`src/rtl/imem_boot_ctrl_if.sv`:
```
// Loader-to-boot-controller word stream: valid/ready handshake with a last-word marker.
interface imem_boot_ctrl_if;
  logic        ld_valid;
  logic [31:0] ld_data;
  logic        ld_last;
  logic        ld_ready;

  modport master (output ld_valid, output ld_data, output ld_last, input ld_ready);
  modport slave  (input ld_valid, input ld_data, input ld_last, output ld_ready);
endinterface

```
`src/rtl/imem_boot_ctrl.sv`:
```
// Instruction-memory boot controller: loads a program image from a loader, then serves core fetches.
// Optional image checksum check is enabled by defining IMEM_BOOT_CSUM_EN.
module imem_boot_ctrl #(
  parameter int unsigned DEPTH = 1024,
  parameter int unsigned AW    = 10
) (
  input  logic              clk,
  input  logic              reset,
  input  logic              load_start,
  imem_boot_ctrl_if.slave   ld,
  input  logic [31:0]       exp_csum,
  input  logic [31:0]       pc,
  output logic [31:0]       instr,
  output logic              cpu_run,
  output logic              mem_we,
  output logic [AW-1:0]     mem_waddr,
  output logic [31:0]       mem_wdata,
  output logic [AW-1:0]     mem_raddr,
  input  logic [31:0]       mem_rdata,
  output logic [AW:0]       word_count,
  output logic              load_done,
  output logic              load_err
);

  typedef enum logic [1:0] {IDLE, LOAD, RUN, ERR} state_t;

  state_t        state_q, state_d;
  logic [AW:0]   count_q, count_d;
  logic          done_q, done_d;
  logic          ready;
  logic          hs;
  logic          csum_ok;

`ifdef IMEM_BOOT_CSUM_EN
  logic [31:0]   csum_q, csum_d;

  assign csum_ok = (csum_q + ld.ld_data) == exp_csum;

  always_ff @(posedge clk) begin
    if (reset) csum_q <= '0;
    else       csum_q <= csum_d;
  end
`else
  logic unused_csum;

  assign csum_ok     = 1'b1;
  assign unused_csum = ^exp_csum;
`endif

  logic unused_pc;
  assign unused_pc = ^{pc[31:AW+2], pc[1:0]};

  // count_q[AW] set means DEPTH words already taken: no room left
  assign ready = (state_q == LOAD) && !count_q[AW];
  assign hs    = ready && ld.ld_valid && !load_start && !reset;

  always_comb begin
    state_d = state_q;
    count_d = count_q;
    done_d  = 1'b0;
`ifdef IMEM_BOOT_CSUM_EN
    csum_d  = csum_q;
`endif
    if (load_start) begin
      state_d = LOAD;
      count_d = '0;
`ifdef IMEM_BOOT_CSUM_EN
      csum_d  = '0;
`endif
    end else if (hs) begin
      count_d = count_q + 1'b1;
`ifdef IMEM_BOOT_CSUM_EN
      csum_d  = csum_q + ld.ld_data;
`endif
      if (ld.ld_last) begin
        if (csum_ok) begin
          state_d = RUN;
          done_d  = 1'b1;
        end else begin
          state_d = ERR;
        end
      end else if (count_q[AW-1:0] == '1) begin
        state_d = ERR;
      end
    end
  end

  always_ff @(posedge clk) begin
    if (reset) begin
      state_q <= IDLE;
      count_q <= '0;
      done_q  <= 1'b0;
    end else begin
      state_q <= state_d;
      count_q <= count_d;
      done_q  <= done_d;
    end
  end

  assign ld.ld_ready = ready;
  assign mem_we      = hs;
  assign mem_waddr   = count_q[AW-1:0];
  assign mem_wdata   = ld.ld_data;

  assign cpu_run    = (state_q == RUN);
  assign load_err   = (state_q == ERR);
  assign load_done  = done_q;
  assign word_count = count_q;
  assign mem_raddr  = cpu_run ? pc[AW+1:2] : '0;
  assign instr      = cpu_run ? mem_rdata  : '0;

endmodule

```
`src/flat_wrapper.sv`:
```
// flat-port wrapper written by rule: the top's interface ports become plain ports
module imem_boot_ctrl_flat 
#(
  parameter int unsigned DEPTH = 1024,
  parameter int unsigned AW    = 10
)
  (clk, reset, load_start, exp_csum, pc, instr, cpu_run, mem_we, mem_waddr, mem_wdata, mem_raddr, mem_rdata, word_count, load_done, load_err, ld_ld_valid, ld_ld_data, ld_ld_last, ld_ld_ready);
  imem_boot_ctrl_if ld_i ();
  input  logic clk;
  input  logic reset;
  input  logic load_start;
  input  logic [31:0] exp_csum;
  input  logic [31:0] pc;
  output logic [31:0] instr;
  output logic cpu_run;
  output logic mem_we;
  output logic [AW-1:0] mem_waddr;
  output logic [31:0] mem_wdata;
  output logic [AW-1:0] mem_raddr;
  input  logic [31:0] mem_rdata;
  output logic [AW:0] word_count;
  output logic load_done;
  output logic load_err;
  input wire logic [$bits(ld_i.ld_valid)-1:0] ld_ld_valid;
  input wire logic [$bits(ld_i.ld_data)-1:0] ld_ld_data;
  input wire logic [$bits(ld_i.ld_last)-1:0] ld_ld_last;
  output wire logic [$bits(ld_i.ld_ready)-1:0] ld_ld_ready;
  assign ld_i.ld_valid = ld_ld_valid;
  assign ld_i.ld_data = ld_ld_data;
  assign ld_i.ld_last = ld_ld_last;
  assign ld_ld_ready = ld_i.ld_ready;
  imem_boot_ctrl #(.DEPTH(DEPTH), .AW(AW)) u_core (.clk(clk), .reset(reset), .load_start(load_start), .ld(ld_i), .exp_csum(exp_csum), .pc(pc), .instr(instr), .cpu_run(cpu_run), .mem_we(mem_we), .mem_waddr(mem_waddr), .mem_wdata(mem_wdata), .mem_raddr(mem_raddr), .mem_rdata(mem_rdata), .word_count(word_count), .load_done(load_done), .load_err(load_err));
endmodule
```
`config.mk`:
```
export PLATFORM = sky130hd
export DESIGN_NAME = imem_boot_ctrl_flat
export DESIGN_NICKNAME = d
export VERILOG_FILES = /design/src/rtl/imem_boot_ctrl_if.sv /design/src/rtl/imem_boot_ctrl.sv /design/src/flat_wrapper.sv
export SDC_FILE = /design/constraint.sdc
export NUM_CORES = 1
export LEC_CHECK = 0
export BUFFER_PORTS_ARGS = -buffer_cell sky130_fd_sc_hd__buf_2
export CAP_MARGIN = 20
export CORE_AREA = 2 2 90 92
export DETAILED_ROUTE_END_ITERATION = 8
export DIE_AREA = 0 0 92 94
export GPL_ROUTABILITY_DRIVEN = 0
export REMOVE_ABC_BUFFERS = 1
export SYNTH_ARGS = -nofsm -noshare
export SYNTH_HDL_FRONTEND = slang
export SYNTH_SLANG_ARGS = --single-unit
```
`constraint.sdc`:
```
create_clock -name clk -period 3.4 [get_ports clk]
set_clock_uncertainty 0.05 [all_clocks]
set_input_delay 0 -clock clk [delete_from_list [all_inputs] [get_ports clk]]
set_output_delay 0 -clock clk [all_outputs]
set_load 0.05 [all_outputs]
```
==> impl_metrics.json, run 1 <==
{
  "status": "completed",
  "p_sw_share_pct": 35.2,
  "overflow": 0,
  "synth-main-ff-cell": "dfxtp_1",
  "final_net_count": 402,
  "setup-tns-final_ps": 0,
  "synth_top_area_share_pct": 25.0,
  "ys_seq_area_share_pct": 21.7,
  "critPathTopFamily": "simple AND/OR/NAND/NOR gates",
  "num_vias": 1399,
  "area_growth_pct": 58.2,
  "synth_seq_cells": 14,
  "grt_pass1_wl_um": 7600,
  "finalHoldViolCount": 0,
  "path_cells": "nand4bb_4 > or4_4 > a21oi_2",
  "grt_pass1_vias": 1214,
  "multi_input_area_um2": 658,
  "wl_met2_um": 2500,
  "fp.dieH_um": 94,
  "root_buffer": "clkbuf_8",
  "grt_max_degree": 44,
  "initial_utilization_pct": 16.9,
  "numCtsBuffers": 3,
  "finalCritPeriodShare_pct": 46.5,
  "drt_wl_total_um": 5610,
  "ir_drop_mv": 0.105,
  "wl_met1_um": 2720,
  "layout-drive-gt1-share_pct": 47.6,
  "netlist_top_cells_count": "and2_1 (43), buf_4 (43), dfxtp_1 (14)",
  "syn_area_per_cell_um2": 7.86,
  "ys_types": 28,
  "dieArea_mm2": 0.00865,
  "yosys_warnings": 0,
  "grtUsageTotal_pct": 11.4,
  "detail-route-antenna-nets": 0,
  "drt_iter0_markers": 28,
  "fin_ws_ps": 1820,
  "worstPathRequired_ps": 3530,
  "fin_hold_ws_ps": 16.6,
  "place_inst": 332,
  "postSynth.asyncResetShare_pct": 0,
  "rsz0062_at_grt": "no",
  "worst_pin_slew_ps": 562,
  "relSlewSlack_pct": 62.4,
  "hpwl_um": 4700,
  "finalSetupViolations": 0,
  "drcViolationCount": 0,
  "highest_layer": "met4",
  "internal_power_uw": 321,
  "clock_power_share_pct": 32.5,
  "cts_setup_buffers": 0,
  "maxSlewViolCount": 0,
  "crit_fanout": 15,
  "htree_levels": 1,
  "powerDensity_mw_per_mm2": 244,
  "min_path_type": "in2reg",
  "avgRoutedWirePerCell_um": 15.2,
  "ctsResizeCount": 0,
  "drt_pass1_iterations": 4,
  "critPathLaunchType": "flop",
  "fin_util_pct": 26.8,
  "clk_path_buf_depth": 2,
  "seqCellArea_um2": 280,
  "crit_path_max_incr_delay_ps": 610,
  "leakagePower_nw": 1.06,
  "clock-sinks": 14,
  "cts_tree": "yes",
  "path_class": "reg2reg",
  "fill_cells": 845,
  "route.met3.wl_um": 360,
  "antenna_cells": 0,
  "layoutNonFillerInstCount": 369,
  "yosys.area.top_type": "buf_4",
  "synthCells": 164,
  "regToRegSetupSlack_ps": 1820,
  "clkLatencyLatePin_ps": 240,
  "synth_edf_count": 0,
  "clock.fmax_mhz": 632,
  "antenna_found_initial": 0,
  "core_mm2": 0.00761,
  "crit_path_end_kind": "flop",
  "dp_slack_ps": 1480,
  "path_buf_inv": 0,
  "power_uw": 496,
  "viasPerCell": 3.79,
  "period_minus_slack_ps": 1580,
  "rows": 32,
  "fp.dieW_um": 92,
  "place_area_mm2": 0.00165,
  "ys_top_cells_by_area": "buf_4 (25%), dfxtp_1 (22%), and2_1 (21%)",
  "syn_area_mm2": 0.00129,
  "ios": 233,
  "crit_arrival_ps": 1720,
  "port_buffers": 114,
  "power_frac_comb_pct": 33.6,
  "cap_violations": 0,
  "design_area_mm2": 0.00204,
  "clk_pin_slew_ps": 60,
  "p_switching_uw": 175,
  "crit_slowest_cell": "or4_4",
  "power_frac_seq_pct": 33.8
}
-- cells by family (layout without fill, tap and decap cells) --
group	Yosys count	after routing	synth area share (%)
XOR/XNOR	1	1	0.680
AND/OR/NAND/NOR	80	80	40.0
adder cells (fa/ha/maj)	1	1	0.971
multiplexers	4	4	3.11
flip-flops	14	14	21.7
buffers and inverters	51	154	27.4
AO/OA/AOI/OAI	13	13	6.12
-- cells in the final DEF (no fill, tap or decap), types with 4 or more instances in the layout --
cell type      synthesis  layout
a21oi_1                5       5
and2_1                43      43
buf_2                  0     114
clkbuf_8               0       4
dfxtp_1               14      14
dlygate4sd3_1          0      32
mux2i_1                4       4
nand2_1               10      10
nand3_1                4       4
or3_1                  5       5
-- power by group through the flow --
stage | combinational (mW) | clock [mW] | sequential, mW
after floorplan | 0.0237 | 0 | 0.175
after global placement | 0.0588 | 0 | 0.172
after detailed placement | 0.0592 | 0 | 0.172
after CTS | 0.167 | 0.166 | 0.168
after global routing | 0.174 | 0.175 | 0.168
final | 0.167 | 0.162 | 0.168
-- cell type report --
class,instances,area share (%)
Timing Repair Buffer,147,44.4
Multi-Input combinational cell,99,32.3
Sequential cell,14,13.8
Tap cell,102,6.26
Clock buffer,4,2.70
Inverter,3,0.552
-- final timing paths --
check / from / to / cells past startpoint
min: ld_ld_last / u_core.load_done / 2
max reg2reg: u_core.state_q[1] / u_core.state_q[1] / 3
min reg2reg: u_core.word_count[10] / u_core.word_count[10] / 2
max: u_core.state_q[1] / u_core.state_q[1] / 3
-- flip-flops by register name (all words and copies together) (netlist names) --
| register | flops |
|---|---|
| u_core.word_count | 11 |
| u_core.load_done | 1 |
| u_core.state_q | 2 |
-- what timing repair did --
item                                   CTS  global route
setup endpoints to repair                0             0
hold buffers                            32             0
endpoints found under the hold margin   32             0
-- per-layer routing --
layer	up-vias	global-route usage, %
met5	-	0
li1	708	-
met3	2	1.85
met2	61	15.8
met1	628	18.1
met4	0	2.24
No activity file was read; power rests on OpenSTA's default activity.
==> run 2, diff against run 1 <==
Settings changed: CORE_AREA 2 2 90 92 to 2 2 91 93, DIE_AREA 0 0 92 94 to 0 0 93 95.
Clock period 3.4 ns to 1.5 ns, I/O delays scaled along.
==> run 2 against run 1 <==
Total power up 130%. Register-to-register slack lost 1800 ps. Final cell count is 4.6% higher. Die area grew 2.2%. Critical path type is now reg2out.
==> impl_metrics.json, run 2 (same netlist as run 1, synthesis figures left out) <==
{
  "clk_path_buf_depth": 2,
  "setup-tns-final_ps": 0,
  "num_vias": 1505,
  "crit_fanout": 21,
  "power_mw": 1.15,
  "grt_pass1_vias": 1346,
  "dieArea_mm2": 0.00884,
  "maxSlewViolCount": 0,
  "relSlewSlack_pct": 62.9,
  "htree_levels": 1,
  "hold_end": "u_core.state_q[0]",
  "finalCritPeriodShare_pct": 97.3,
  "initial_utilization_pct": 16.3,
  "layout-drive-gt1-share_pct": 53.4,
  "cts_setup_buffers": 0,
  "hpwl_um": 3710,
  "ios": 233,
  "fp.dieW_um": 93,
  "grt_pass1_wl_um": 6850,
  "r2r-start": "u_core.state_q[1]",
  "finalSetupViolations": 0,
  "drt_iter0_markers": 17,
  "clk_pin_slew_ps": 60,
  "ir_drop_mv": 0.632,
  "finalHoldViolCount": 0,
  "holdPathStages": 2,
  "drcViolationCount": 0,
  "antenna_found_initial": 0,
  "viasPerCell": 3.90,
  "status": "completed",
  "clock-sinks": 14,
  "crit_path_end_kind": "output pin",
  "reg2reg_to": "u_core.state_q[1]",
  "fin_ws_ps": 40.5,
  "area_growth_pct": 91.7,
  "detail-route-antenna-nets": 0,
  "core_mm2": 0.00793,
  "leakagePower_nw": 1.18,
  "rsz0062_at_grt": "yes",
  "largest_register_ffs": 11,
  "final_common_cell": "buf_2",
  "place_area_mm2": 0.00175,
  "fin_hold_ws_ps": 25.0,
  "grtUsageTotal_pct": 9.45,
  "crit_arrival_ps": 1410,
  "fin_util_pct": 31.2,
  "powerDensity_mw_per_mm2": 467,
  "path_class": "reg2out",
  "min_path_type": "in2reg",
  "clock.fmax_mhz": 685,
  "rows": 33,
  "drt_pass1_iterations": 4,
  "hold_start": "reset",
  "worst_pin_slew_ps": 554,
  "layout_common_cells": "buf_2 (71), buf_6 (42), and2_1 (34), dlygate4sd3_1 (34)",
  "rr_worst_depth": 3,
  "cap_violations": 0,
  "numCtsBuffers": 3,
  "layoutNonFillerInstCount": 386,
  "drt_wl_total_um": 5240,
  "cts_tree": "yes",
  "antenna_cells": 0,
  "grt_max_degree": 44,
  "period_minus_slack_ps": 1460,
  "clkLatencyLatePin_ps": 240,
  "overflow": 0,
  "avgRoutedWirePerCell_um": 13.6,
  "root_buffer": "clkbuf_8",
  "regToRegSetupSlack_ps": 50,
  "port_buffers": 114,
  "design_area_mm2": 0.00247,
  "dp_slack_ps": 76.2,
  "place_inst": 347,
  "worstPathRequired_ps": 1450,
  "fp.dieH_um": 95,
  "final_net_count": 416,
  "critPathLaunchType": "flop"
}
run 2: cell types whose count changed in the layout (fill, tap and decap cells not counted), sizes merged:
cell	delta
buf	+11
clkbuf	+1
dlygate4sd3	+2
run 2: per-layer routing:
metal	global-route usage, %	up-vias	share of wire (%)
met5	0	-	0
met4	1.10	0	0
li1	-	729	-
met1	13.9	711	44
met2	14.3	65	49
met3	2.31	0	6.9
run 2: final cells by class:
class	instances	area [µm²]
clock buffers	4	55.1
fillers	875	5460
inverters	3	11.3
multi-input cells	99	686
flip-flops and latches	14	283
well taps	105	131
repair buffers	161	1300
run 2: how the worst max path moves through the flow:
stage                     cells past startpoint               from                 to
after floorplan                               2  u_core.state_q[1]           instr[0]
after global placement                        3  u_core.state_q[1]  u_core.state_q[1]
after detailed placement                      3  u_core.state_q[1]  u_core.state_q[1]
after CTS                                     5  u_core.state_q[1]       mem_raddr[4]
after global routing                          5  u_core.state_q[1]           instr[6]
final                                         5  u_core.state_q[0]          instr[27]
run 2: what timing repair did:
| item | 4_1_cts | 5_1_grt |
|---|---|---|
| setup endpoints to repair | 42 | 43 |
| cloned | 0 | 1 |
| endpoints found under the hold margin | 34 | 0 |
| resized for setup | 42 | 56 |
| pin swaps | 0 | 0 |
| hold buffers | 34 | 0 |
run 2: worst max-delay path, cell delays in order, from the launching register on:
cell and delay [ps]:
dfxtp_2 330, buf_4 150, nor2b_4 170, clkbuf_16 190, and2_1 150, buf_6 160
run 2: power by group:
| group | total (mW) | switching, mW | internal, mW | leakage, nW |
|---|---|---|---|---|
| combinational | 0.402 | 0.263 | 0.139 | 1.03 |
| sequential | 0.378 | 0.00270 | 0.376 | 0.114 |
| clock | 0.373 | 0.140 | 0.232 | 0.0288 |
| total | 1.15 | 0.406 | 0.747 | 1.18 |
